===== src/rtl/lfsr_prbs_test_ctrl_pkg.sv =====
// Shared constants for the PRBS link-test sequencer: FSM encodings and
// the guard width used by the saturating error counters.
package lfsr_prbs_test_ctrl_pkg;

  localparam int unsigned STATE_WIDTH = 3;

  localparam logic [STATE_WIDTH-1:0] ST_IDLE  = 3'd0;
  localparam logic [STATE_WIDTH-1:0] ST_RESET = 3'd1;
  localparam logic [STATE_WIDTH-1:0] ST_RUN   = 3'd2;
  localparam logic [STATE_WIDTH-1:0] ST_DRAIN = 3'd3;
  localparam logic [STATE_WIDTH-1:0] ST_DONE  = 3'd4;

  // One carry bit above the counter width flags an overflow to clamp.
  localparam int unsigned SAT_GUARD_BITS = 1;

endpackage


===== src/rtl/lfsr_prbs_test_ctrl_if.sv =====
// Control/status link between the test sequencer and the PRBS
// generator/checker pair.
interface lfsr_prbs_test_ctrl_if #(
  parameter int unsigned DATA_WIDTH = 64
);
  logic                  gen_rst;
  logic                  gen_enable;
  logic                  chk_rst;
  logic [DATA_WIDTH-1:0] chk_err;
  logic                  chk_err_valid;

  modport master (
    output gen_rst, gen_enable, chk_rst,
    input  chk_err, chk_err_valid
  );

  modport slave (
    input  gen_rst, gen_enable, chk_rst,
    output chk_err, chk_err_valid
  );
endinterface


===== src/rtl/lfsr_prbs_popcount.sv =====
// Combinational population count of the checker error vector.
module lfsr_prbs_popcount #(
  parameter int unsigned DATA_WIDTH = 64
) (
  input  logic [DATA_WIDTH-1:0]       data,
  output logic [$clog2(DATA_WIDTH):0] count_c
);
  localparam int unsigned COUNT_WIDTH = $clog2(DATA_WIDTH) + 1;

  logic [COUNT_WIDTH-1:0] acc;

  always_comb begin
    acc = '0;
    for (int i = 0; i < DATA_WIDTH; i++) begin
      acc = acc + COUNT_WIDTH'(data[i]);
    end
    count_c = acc;
  end
endmodule


===== src/rtl/lfsr_prbs_test_ctrl.sv =====
// PRBS link-test sequencer: resets gen/chk, streams run_len words, skips
// sync words, accumulates saturating error counts and reports the verdict.
module lfsr_prbs_test_ctrl
  import lfsr_prbs_test_ctrl_pkg::*;
#(
  parameter int unsigned DATA_WIDTH    = 64,
  parameter int unsigned LEN_WIDTH     = 32,
  parameter int unsigned CNT_WIDTH     = 32,
  parameter int unsigned RST_CYCLES    = 4,
  parameter int unsigned SYNC_WORDS    = 2,
  parameter int unsigned DRAIN_TIMEOUT = 256
) (
  input  logic                  clk,
  input  logic                  rst,
  input  logic                  start,
  input  logic                  abort,
  input  logic [LEN_WIDTH-1:0]  run_len,
  lfsr_prbs_test_ctrl_if.master prbs,
  output logic                  busy,
  output logic                  done,
  output logic                  pass,
  output logic                  timeout,
  output logic                  aborted,
  output logic [LEN_WIDTH-1:0]  words_checked,
  output logic [CNT_WIDTH-1:0]  word_err_cnt,
  output logic [CNT_WIDTH-1:0]  bit_err_cnt
);
  localparam int unsigned POP_WIDTH      = $clog2(DATA_WIDTH) + 1;
  localparam int unsigned RST_CNT_WIDTH  = $clog2(RST_CYCLES + 1);
  localparam int unsigned IDLE_CNT_WIDTH = $clog2(DRAIN_TIMEOUT + 1);
  localparam int unsigned SUM_WIDTH      = CNT_WIDTH + SAT_GUARD_BITS;

  logic [STATE_WIDTH-1:0]    state, state_next;
  logic [LEN_WIDTH-1:0]      len_q, len_next;
  logic [LEN_WIDTH-1:0]      sent_q, sent_next;
  logic [LEN_WIDTH-1:0]      rcv_q, rcv_next;
  logic [RST_CNT_WIDTH-1:0]  rst_cnt_q, rst_cnt_next;
  logic [IDLE_CNT_WIDTH-1:0] idle_q, idle_next;
  logic [LEN_WIDTH-1:0]      words_next;
  logic [CNT_WIDTH-1:0]      werr_next, berr_next;
  logic                      timeout_next, aborted_next;
  logic                      acc;
  logic [POP_WIDTH-1:0]      pop_c;

  lfsr_prbs_popcount #(.DATA_WIDTH(DATA_WIDTH)) u_popcount (
    .data    (prbs.chk_err),
    .count_c (pop_c)
  );

  // Add with clamp at all-ones; the guard bit catches the carry-out.
  function automatic logic [CNT_WIDTH-1:0] sat_add(input logic [CNT_WIDTH-1:0] a,
                                                   input logic [POP_WIDTH-1:0] b);
    logic [SUM_WIDTH-1:0] sum;
    sum = SUM_WIDTH'(a) + SUM_WIDTH'(b);
    return sum[SUM_WIDTH-1] ? '1 : sum[CNT_WIDTH-1:0];
  endfunction

  always_comb begin
    state_next   = state;
    len_next     = len_q;
    sent_next    = sent_q;
    rcv_next     = rcv_q;
    rst_cnt_next = rst_cnt_q;
    idle_next    = idle_q;
    words_next   = words_checked;
    werr_next    = word_err_cnt;
    berr_next    = bit_err_cnt;
    timeout_next = timeout;
    aborted_next = aborted;

    // Received-word accounting; an abort cycle freezes the counters.
    acc = prbs.chk_err_valid && !abort && ((state == ST_RUN) || (state == ST_DRAIN));
    if (acc) begin
      rcv_next = rcv_q + LEN_WIDTH'(1);
      if (rcv_q >= LEN_WIDTH'(SYNC_WORDS)) begin
        words_next = words_checked + LEN_WIDTH'(1);
        werr_next  = sat_add(word_err_cnt, POP_WIDTH'(pop_c != '0));
        berr_next  = sat_add(bit_err_cnt, pop_c);
      end
    end

    case (state)
      ST_IDLE, ST_DONE: begin
        if (start) begin
          state_next   = ST_RESET;
          len_next     = run_len;
          sent_next    = '0;
          rcv_next     = '0;
          rst_cnt_next = RST_CNT_WIDTH'(RST_CYCLES);
          idle_next    = '0;
          words_next   = '0;
          werr_next    = '0;
          berr_next    = '0;
          timeout_next = 1'b0;
          aborted_next = 1'b0;
        end
      end
      ST_RESET: begin
        if (abort) begin
          state_next   = ST_DONE;
          aborted_next = 1'b1;
        end else if (rst_cnt_q == RST_CNT_WIDTH'(1)) begin
          state_next = (len_q == '0) ? ST_DONE : ST_RUN;
        end else begin
          rst_cnt_next = rst_cnt_q - RST_CNT_WIDTH'(1);
        end
      end
      ST_RUN: begin
        if (abort) begin
          state_next   = ST_DONE;
          aborted_next = 1'b1;
        end else begin
          sent_next = sent_q + LEN_WIDTH'(1);
          if (sent_next == len_q) begin
            state_next = ST_DRAIN;
            idle_next  = '0;
          end
        end
      end
      ST_DRAIN: begin
        if (abort) begin
          state_next   = ST_DONE;
          aborted_next = 1'b1;
        end else if (rcv_next >= len_q) begin
          state_next = ST_DONE;
        end else if (prbs.chk_err_valid) begin
          idle_next = '0;
        end else if (idle_q == IDLE_CNT_WIDTH'(DRAIN_TIMEOUT - 1)) begin
          state_next   = ST_DONE;
          timeout_next = 1'b1;
        end else begin
          idle_next = idle_q + IDLE_CNT_WIDTH'(1);
        end
      end
      default: state_next = ST_IDLE;
    endcase
  end

  // Outputs decode the next state so they line up with the state register.
  always_ff @(posedge clk) begin
    if (rst) begin
      state           <= ST_IDLE;
      len_q           <= '0;
      sent_q          <= '0;
      rcv_q           <= '0;
      rst_cnt_q       <= '0;
      idle_q          <= '0;
      words_checked   <= '0;
      word_err_cnt    <= '0;
      bit_err_cnt     <= '0;
      timeout         <= 1'b0;
      aborted         <= 1'b0;
      busy            <= 1'b0;
      done            <= 1'b0;
      pass            <= 1'b0;
      prbs.gen_rst    <= 1'b1;
      prbs.chk_rst    <= 1'b1;
      prbs.gen_enable <= 1'b0;
    end else begin
      state           <= state_next;
      len_q           <= len_next;
      sent_q          <= sent_next;
      rcv_q           <= rcv_next;
      rst_cnt_q       <= rst_cnt_next;
      idle_q          <= idle_next;
      words_checked   <= words_next;
      word_err_cnt    <= werr_next;
      bit_err_cnt     <= berr_next;
      timeout         <= timeout_next;
      aborted         <= aborted_next;
      busy            <= state_next inside {ST_RESET, ST_RUN, ST_DRAIN};
      done            <= (state_next == ST_DONE);
      pass            <= (state_next == ST_DONE) && (berr_next == '0) &&
                         !timeout_next && !aborted_next;
      prbs.gen_rst    <= (state_next == ST_RESET);
      prbs.chk_rst    <= (state_next == ST_RESET);
      prbs.gen_enable <= (state_next == ST_RUN);
    end
  end
endmodule


===== src/flat_wrapper.sv =====
// flat-port wrapper written by rule: the top's interface ports become plain ports
module lfsr_prbs_test_ctrl_flat import lfsr_prbs_test_ctrl_pkg::*;
#(
  parameter int unsigned DATA_WIDTH    = 64,
  parameter int unsigned LEN_WIDTH     = 32,
  parameter int unsigned CNT_WIDTH     = 32,
  parameter int unsigned RST_CYCLES    = 4,
  parameter int unsigned SYNC_WORDS    = 2,
  parameter int unsigned DRAIN_TIMEOUT = 256
)
  (clk, rst, start, abort, run_len, busy, done, pass, timeout, aborted, words_checked, word_err_cnt, bit_err_cnt, prbs_gen_rst, prbs_gen_enable, prbs_chk_rst, prbs_chk_err, prbs_chk_err_valid);
  lfsr_prbs_test_ctrl_if #(.DATA_WIDTH(DATA_WIDTH)) prbs_i ();
  input  logic clk;
  input  logic rst;
  input  logic start;
  input  logic abort;
  input  logic [LEN_WIDTH-1:0] run_len;
  output logic busy;
  output logic done;
  output logic pass;
  output logic timeout;
  output logic aborted;
  output logic [LEN_WIDTH-1:0] words_checked;
  output logic [CNT_WIDTH-1:0] word_err_cnt;
  output logic [CNT_WIDTH-1:0] bit_err_cnt;
  output wire logic [$bits(prbs_i.gen_rst)-1:0] prbs_gen_rst;
  output wire logic [$bits(prbs_i.gen_enable)-1:0] prbs_gen_enable;
  output wire logic [$bits(prbs_i.chk_rst)-1:0] prbs_chk_rst;
  input wire logic [$bits(prbs_i.chk_err)-1:0] prbs_chk_err;
  input wire logic [$bits(prbs_i.chk_err_valid)-1:0] prbs_chk_err_valid;
  assign prbs_gen_rst = prbs_i.gen_rst;
  assign prbs_gen_enable = prbs_i.gen_enable;
  assign prbs_chk_rst = prbs_i.chk_rst;
  assign prbs_i.chk_err = prbs_chk_err;
  assign prbs_i.chk_err_valid = prbs_chk_err_valid;
  lfsr_prbs_test_ctrl #(.DATA_WIDTH(DATA_WIDTH), .LEN_WIDTH(LEN_WIDTH), .CNT_WIDTH(CNT_WIDTH), .RST_CYCLES(RST_CYCLES), .SYNC_WORDS(SYNC_WORDS), .DRAIN_TIMEOUT(DRAIN_TIMEOUT)) u_core (.clk(clk), .rst(rst), .start(start), .abort(abort), .run_len(run_len), .prbs(prbs_i), .busy(busy), .done(done), .pass(pass), .timeout(timeout), .aborted(aborted), .words_checked(words_checked), .word_err_cnt(word_err_cnt), .bit_err_cnt(bit_err_cnt));
endmodule

===== config.mk =====
export PLATFORM = sky130hd
export DESIGN_NAME = lfsr_prbs_test_ctrl_flat
export DESIGN_NICKNAME = d
export VERILOG_FILES = /design/src/rtl/lfsr_prbs_test_ctrl_pkg.sv /design/src/rtl/lfsr_prbs_test_ctrl_if.sv /design/src/rtl/lfsr_prbs_popcount.sv /design/src/rtl/lfsr_prbs_test_ctrl.sv /design/src/flat_wrapper.sv
export SDC_FILE = /design/constraint.sdc
export NUM_CORES = 1
export LEC_CHECK = 0
export CAP_MARGIN = 20
export CORE_UTILIZATION = 25
export DETAILED_ROUTE_END_ITERATION = 6
export PLACE_DENSITY = 0.44
export SLEW_MARGIN = 20
export SYNTH_ARGS = -nofsm -noshare
export SYNTH_HDL_FRONTEND = slang
export SYNTH_SLANG_ARGS = --single-unit

===== constraint.sdc =====
create_clock -name clk -period 13.9 [get_ports clk]
set_input_delay 4.17 -clock clk [delete_from_list [all_inputs] [get_ports clk]]
set_output_delay 4.17 -clock clk [all_outputs]
set_load 0.01 [all_outputs]

==> After elaboration in Yosys (flattened, before gate mapping) <==
Cells that the tools add are included.
{ "word_totals": {"register_bits": 214, "in_bits": 101, "output_inout_bits": 104} }
{ "classes": {"addsub": 70, "order_cmp": 2, "eq_ne": 19, "muxes": 52, "reduce_logical": 23} }
{ "op_table": {"columns": ["cell", "count"], "rows": [
  ["$mux W32", 19],
  ["$add A7 B1 Y7", 57],
  ["$add A32 B1 Y32 const B", 3],
  ["$logic_not A32 Y1", 2],
  ["$pmux W32 S2", 1],
  ["$mux W9", 7],
  ["$mux W3", 13],
  ["$add A32 B1 Y33", 1],
  ["$add A32 B7 Y33", 1],
  ["$eq A32 B32 Y1", 1],
  ["$ge A32 B2 Y1 const B", 1],
  ["$ge A32 B32 Y1", 1],
  ["$pmux W9 S3", 1],
  ["$ne A2 B2 Y1 const B", 7],
  ["$eq A3 B2 Y1 const B", 4],
  ["$pmux W3 S4", 1],
  ["$add A9 B1 Y9 const B", 1],
  ["$eq A3 B1 Y1 const B", 3],
  ["$eq A9 B8 Y1 const B", 1],
  ["$add A6 B1 Y7", 1],
  ["$mux W1", 7],
  ["$reduce_and A7 Y1", 1],
  ["$reduce_bool A7 Y1", 1],
  ["$add A5 B1 Y6", 1],
  ["20 further kinds", 30]
]} }

==> Logic depth before layout (Yosys ltp) <==
{ "depth": {"word_depth": 73, "mapped_depth": 30} }

==> Cells and area by module <==
From an unflattened synthesis, not the netlist that was laid out.
{ "hier_totals": {"cells_unflattened": 1685, "area_unflattened_um2": 13778.2} }
{ "by_module_without_submodules": {"columns": ["mod", "instances", "cells_each", "area_each_um2", "seq_area_each_um2"], "rows": [
  ["lfsr_prbs_test_ctrl", 1, 1513, 12055.3, 4284.1],
  ["lfsr_prbs_popcount", 1, 172, 1722.9, 0.0]
]} }

==> Worst setup path before layout <==
OpenSTA, ideal clock, no wires.
{ "synth_path": {"path_type": "in2reg", "startpoint": "input prbs_chk_err[35]", "endpoint": "register u_core.pass", "setup_time_ns": 0.060, "arrival_time_ns": 12.078, "setup_slack_ns": 1.762, "path_stages": 28, "path_buffers": 0, "cell_sequence": "inv_1 fa_1 inv_1 fa_1 fa_1 inv_1 fa_1 inv_1 fa_1 fa_1 fa_1 inv_1 fa_1 inv_1 fa_1 a21o_1 a21oi_1 nor2b_1 o21ai_0 nand2b_1 ha_1 a21o_1 o41ai_1 nor2_1 o31a_1 or4_1 nor4_1 o2111a_1"} }
{ "synth_between": {"elab_chain_len": 39} }
{ "synth_lines": {"columns": ["element", "line_no", "source"], "rows": [
  ["start: declaration", "flat_wrapper.sv:29", "input wire logic [$bits(prbs_i.chk_err)-1:0] prbs_chk_err;"],
  ["$add A7 B1 Y7 (*) (29 in series)", "lfsr_prbs_popcount.sv:15", "acc = acc + COUNT_WIDTH'(data[i]);"],
  ["$add A32 B7 Y33 (*)", "lfsr_prbs_test_ctrl.sv:54", "sum = SUM_WIDTH'(a) + SUM_WIDTH'(b);"],
  ["$mux W32 (*)", "lfsr_prbs_test_ctrl.sv:55", "return sum[SUM_WIDTH-1] ? '1 : sum[CNT_WIDTH-1:0];"],
  ["$mux W32 (*)", "lfsr_prbs_test_ctrl.sv:75", "if (rcv_q >= LEN_WIDTH'(SYNC_WORDS)) begin"],
  ["$mux W32 (*)", "lfsr_prbs_test_ctrl.sv:73", "if (acc) begin"],
  ["$mux W32", "lfsr_prbs_test_ctrl.sv:84", "if (start) begin"],
  ["$mux W32 (*)", "lfsr_prbs_test_ctrl.sv:82", "case (state)"],
  ["$logic_not A32 Y1 (*)", "lfsr_prbs_test_ctrl.sv:173", "pass <= (state_next == ST_DONE) && (berr_next == '0) &&"],
  ["$logic_and A1 B1 Y1 (*) (2 in series)", "lfsr_prbs_test_ctrl.sv:173", null],
  ["$logic_and A1 B1 Y1 (*)", "lfsr_prbs_test_ctrl.sv:174", "!timeout_next && !aborted_next;"],
  ["end signal: assignment", "lfsr_prbs_test_ctrl.sv:173", null],
  ["end: declaration", "lfsr_prbs_test_ctrl.sv:21", "output logic pass,"]
]} }
Every way passes the cells marked *; elsewhere a longest branch is shown, timed or not.
A chain may end at the register's enable or synchronous reset.

==> Worst setup path after layout <==
Same ends and word-level chain as after synthesis.

==> impl_metrics.toml <==
[setup_path]
required_arrival_time_at_the_worst_endpoint_ns = 14.39
cp-end-kind = "flop"
cpMaxStageDelayCell = "a31oi_2"
crit_fanout = 12
r2r_setup_slk_ns = 8.19
critPathArrivalTime_ns = 13.12
setup.worst_path.start = "prbs_chk_err[35]"
regToRegEndpoint = "u_core.idle_q[4]$_SDFFE_PP0P_"
path_common_cell = "fa_1"
cp_class = "input pin to flop"
critPathLaunchType = "input pin"
slowest_delay_ns = 0.57
critical_path.reg2reg.startpoint = "u_core.state[2]$_SDFF_PP0_"
worst_r2r_path_depth = 17

[hold_path]
holdPathEnd = "u_core.idle_q[8]$_SDFFE_PP0P_"
min-delay-start = "u_core.idle_q[8]$_SDFFE_PP0P_"
worst_hold_path_type = "flop to flop"
hold_depth = 1

[sta]
fin_tns_setup_ns = 0
timing_worst_slew_pin_value_ns = 1.11
finalSetupViolCount = 0
layout_min_cycle_time_ns = 12.63
fin_crit_share_pct = 90.9
finalHoldViolCount = 0
timing.fmax_mhz = 79.2
max-slew-margin-rel_pct = 26.0
postLayoutSetupSlackWorst_ns = 1.27
grt_setup_unrepaired = "false"
timing_max_transition_violations_final = 0
holdWs_ns = 0.476
final_worst_clock_skew_ns = 0.0144

[floorplanning]
num_rows = 85
initial_utilization_pct = 25.5
core_area_sq_um = 54200
io-pin-count = 205
die_h_um = 237
floorplan.die.width_um = 237
fp.dieArea_sq_um = 56200

[clock_tree]
tritoncts_clock_tree = "yes"
cts_resized = 0
cts_hold_buf = 0
clock_latency_ns = 0.56
cts-htree-levels = 1
cts_setup_buffers = 0
buffer_cell_driving_the_clock_tree_root = "clkbuf_16"
cts.sinks = 214
cts.reportedPaths.clkPinSlew_ns = 0.06
clockBufferDepth = 3
cts-buffers-inserted = 27

[yosys]
synth.top_cells.by_area = "dfxtp_1 31%, fa_1 8.0%, ha_1 5.8%, a21oi_1 5.1%, xnor2_1 5.1%"
synthArstFlopShare_pct = 0
syn-mean-instance-area_sq_um = 8.20
yosys-top-cells-count = "214 x dfxtp_1, 156 x nand2_1, 149 x inv_1, 140 x a21oi_1, 134 x nor2_1"
mappedNetlistNets = 1906
dominantRegCellSynth = "dfxtp_1"
mappedNetlistArea_sq_um = 13800
synthMostInstantiatedCell = "dfxtp_1"
count_of_state_elements_after_synthesis = 214
synth_seq_area_share_pct = 31.0
synth_top_area_cell = "dfxtp_1"
synth_top_area_share_pct = 31.0
yosysWarningCount = 0
synth_enable_flop_cells = 0
synthesis.instances = 1686
synthDistinctLibCells = 78

[global_route]
grt_max_degree = 91
grt_antenna_before_repair = 1
grt_overflow = 0
grt_pass1_vias = 11900
grt_pass1_wl_um = 66900
grt_resource_usage_total_pct = 14.8

[route]
routed_wl_um = 42400
viasPerCell = 4.77
first_iter_violations = 642
firstDrtPassIters = 5
route.detailed.drc = 0
maxUsedRoutingLayer = "met4"
drt-met1-wl_um = 19200
met2_length_um = 19900
antenna_violating_nets_post_route = 0
num_vias = 12200
wl_met3_um = 2630
drt-wirelength-per-cell_um = 16.5

[power_and_ir_drop]
power_leakage_nw = 6.52
ir_worst_vdd_v = 0.000492
fin_total_pwr_mw = 3.63
p_per_area_nw_per_um2 = 208

[cells_and_area]
synthToLayoutAreaGrowth_pct = 26.1
layout_nets = 2073
final_design_area_no_fill_sq_um = 17400
post_route_cells_drive_above_1_share_pct = 5.02
post-route-util_pct = 32.1
finalNonFillerCells = 2569

[place]
place.detailed.instances = 2520
place.port_buffers = 204
hpwl_after_detailed_placement_um = 31500
detailed_place.area_sq_um = 16500
gp_routability_congestion = 0.841
pre_cts_slack_ns = 0.637

[run]
maxCapViolations = 0

[status]
run_status = "complete, no violations"
[cell usage in the layout, fill, tap and decap left out, types with 35 or more instances in the layout]
| cell | netlist | layout |
|---|---|---|
| nand2_1 | 156 | 156 |
| nor4_1 | 35 | 35 |
| xnor2_1 | 80 | 80 |
| xor2_1 | 69 | 69 |
| inv_1 | 149 | 149 |
| dfxtp_1 | 214 | 214 |
| nand4_1 | 42 | 42 |
| nor3_1 | 44 | 44 |
| ha_1 | 64 | 64 |
| a21oi_1 | 140 | 140 |
| and2_1 | 40 | 40 |
| fa_1 | 55 | 55 |
| clkdlybuf4s50_1 | 0 | 203 |
| o21ai_0 | 50 | 50 |
| nand3_1 | 80 | 80 |
| nor2_1 | 134 | 132 |
[sequential cells by signal (all words and copies together) (netlist names), 3 cells and up]
name and flops:
u_core.len_q 32, u_core.rst_cnt_q 3, u_core.bit_err_cnt 32, u_core.state 3, u_core.rcv_q 32, u_core.sent_q 32, u_core.words_checked 32, u_core.word_err_cnt 32
u_core.idle_q 9
[kinds of logic after synthesis]
family	count (synthesis)	share of synthesized area, %
compound gates	307	13.8
xor+xnor	149	9.44
fa+ha+maj	119	13.8
buf+inv	228	6.44
flops	214	31.0
mux	12	0.914
simple gates	657	24.6
[per-layer routing]
layer / track usage, % / vias to the layer above
met5: 0 / -
met3: 3.31 / 37
met1: 19.1 / 5798
met2: 25.0 / 232
met4: 3.34 / 0
li1: - / 6182
[worst max path at each step]
stage / endpoint / slack (ns) / cells past startpoint
final: u_core.pass$_SDFF_PP0_ / 1.27 / 30
after global routing: u_core.pass$_SDFF_PP0_ / 0.81 / 29
after CTS: u_core.pass$_SDFF_PP0_ / 1.23 / 30
after detailed placement: u_core.pass$_SDFF_PP0_ / 0.64 / 30
after global placement: u_core.pass$_SDFF_PP0_ / 0.41 / 30
after floorplan: u_core.pass$_SDFF_PP0_ / 1.76 / 28
[critical path, delay by kind of cell]
| family | cells | cell delay [ns] |
|---|---|---|
| AND/OR/NAND/NOR | 5 | 1.18 |
| adder cells (fa/ha/maj) | 10 | 4.85 |
| AO/OA/AOI/OAI | 8 | 2.13 |
| buffers and inverters | 7 | 0.78 |
[layout make-up]
cell class              instances  area, sq um
diodes                          2         5.00
clock buffers                  38          787
clock inverters                 9          123
fillers                      5707        36800
inverters                     149          559
multi-input cells            1244         8670
flip-flops and latches        214         4280
well taps                     696          871
repair buffers                217         2130
[report_power, final]
| part | leakage, nW | switching, mW | internal, mW |
|---|---|---|---|
| combinational | 4.34 | 1.27 | 0.996 |
| sequential | 1.73 | 0.0128 | 0.622 |
| clock | 0.450 | 0.284 | 0.446 |
Note: power is estimated with default switching activity, not from simulation.
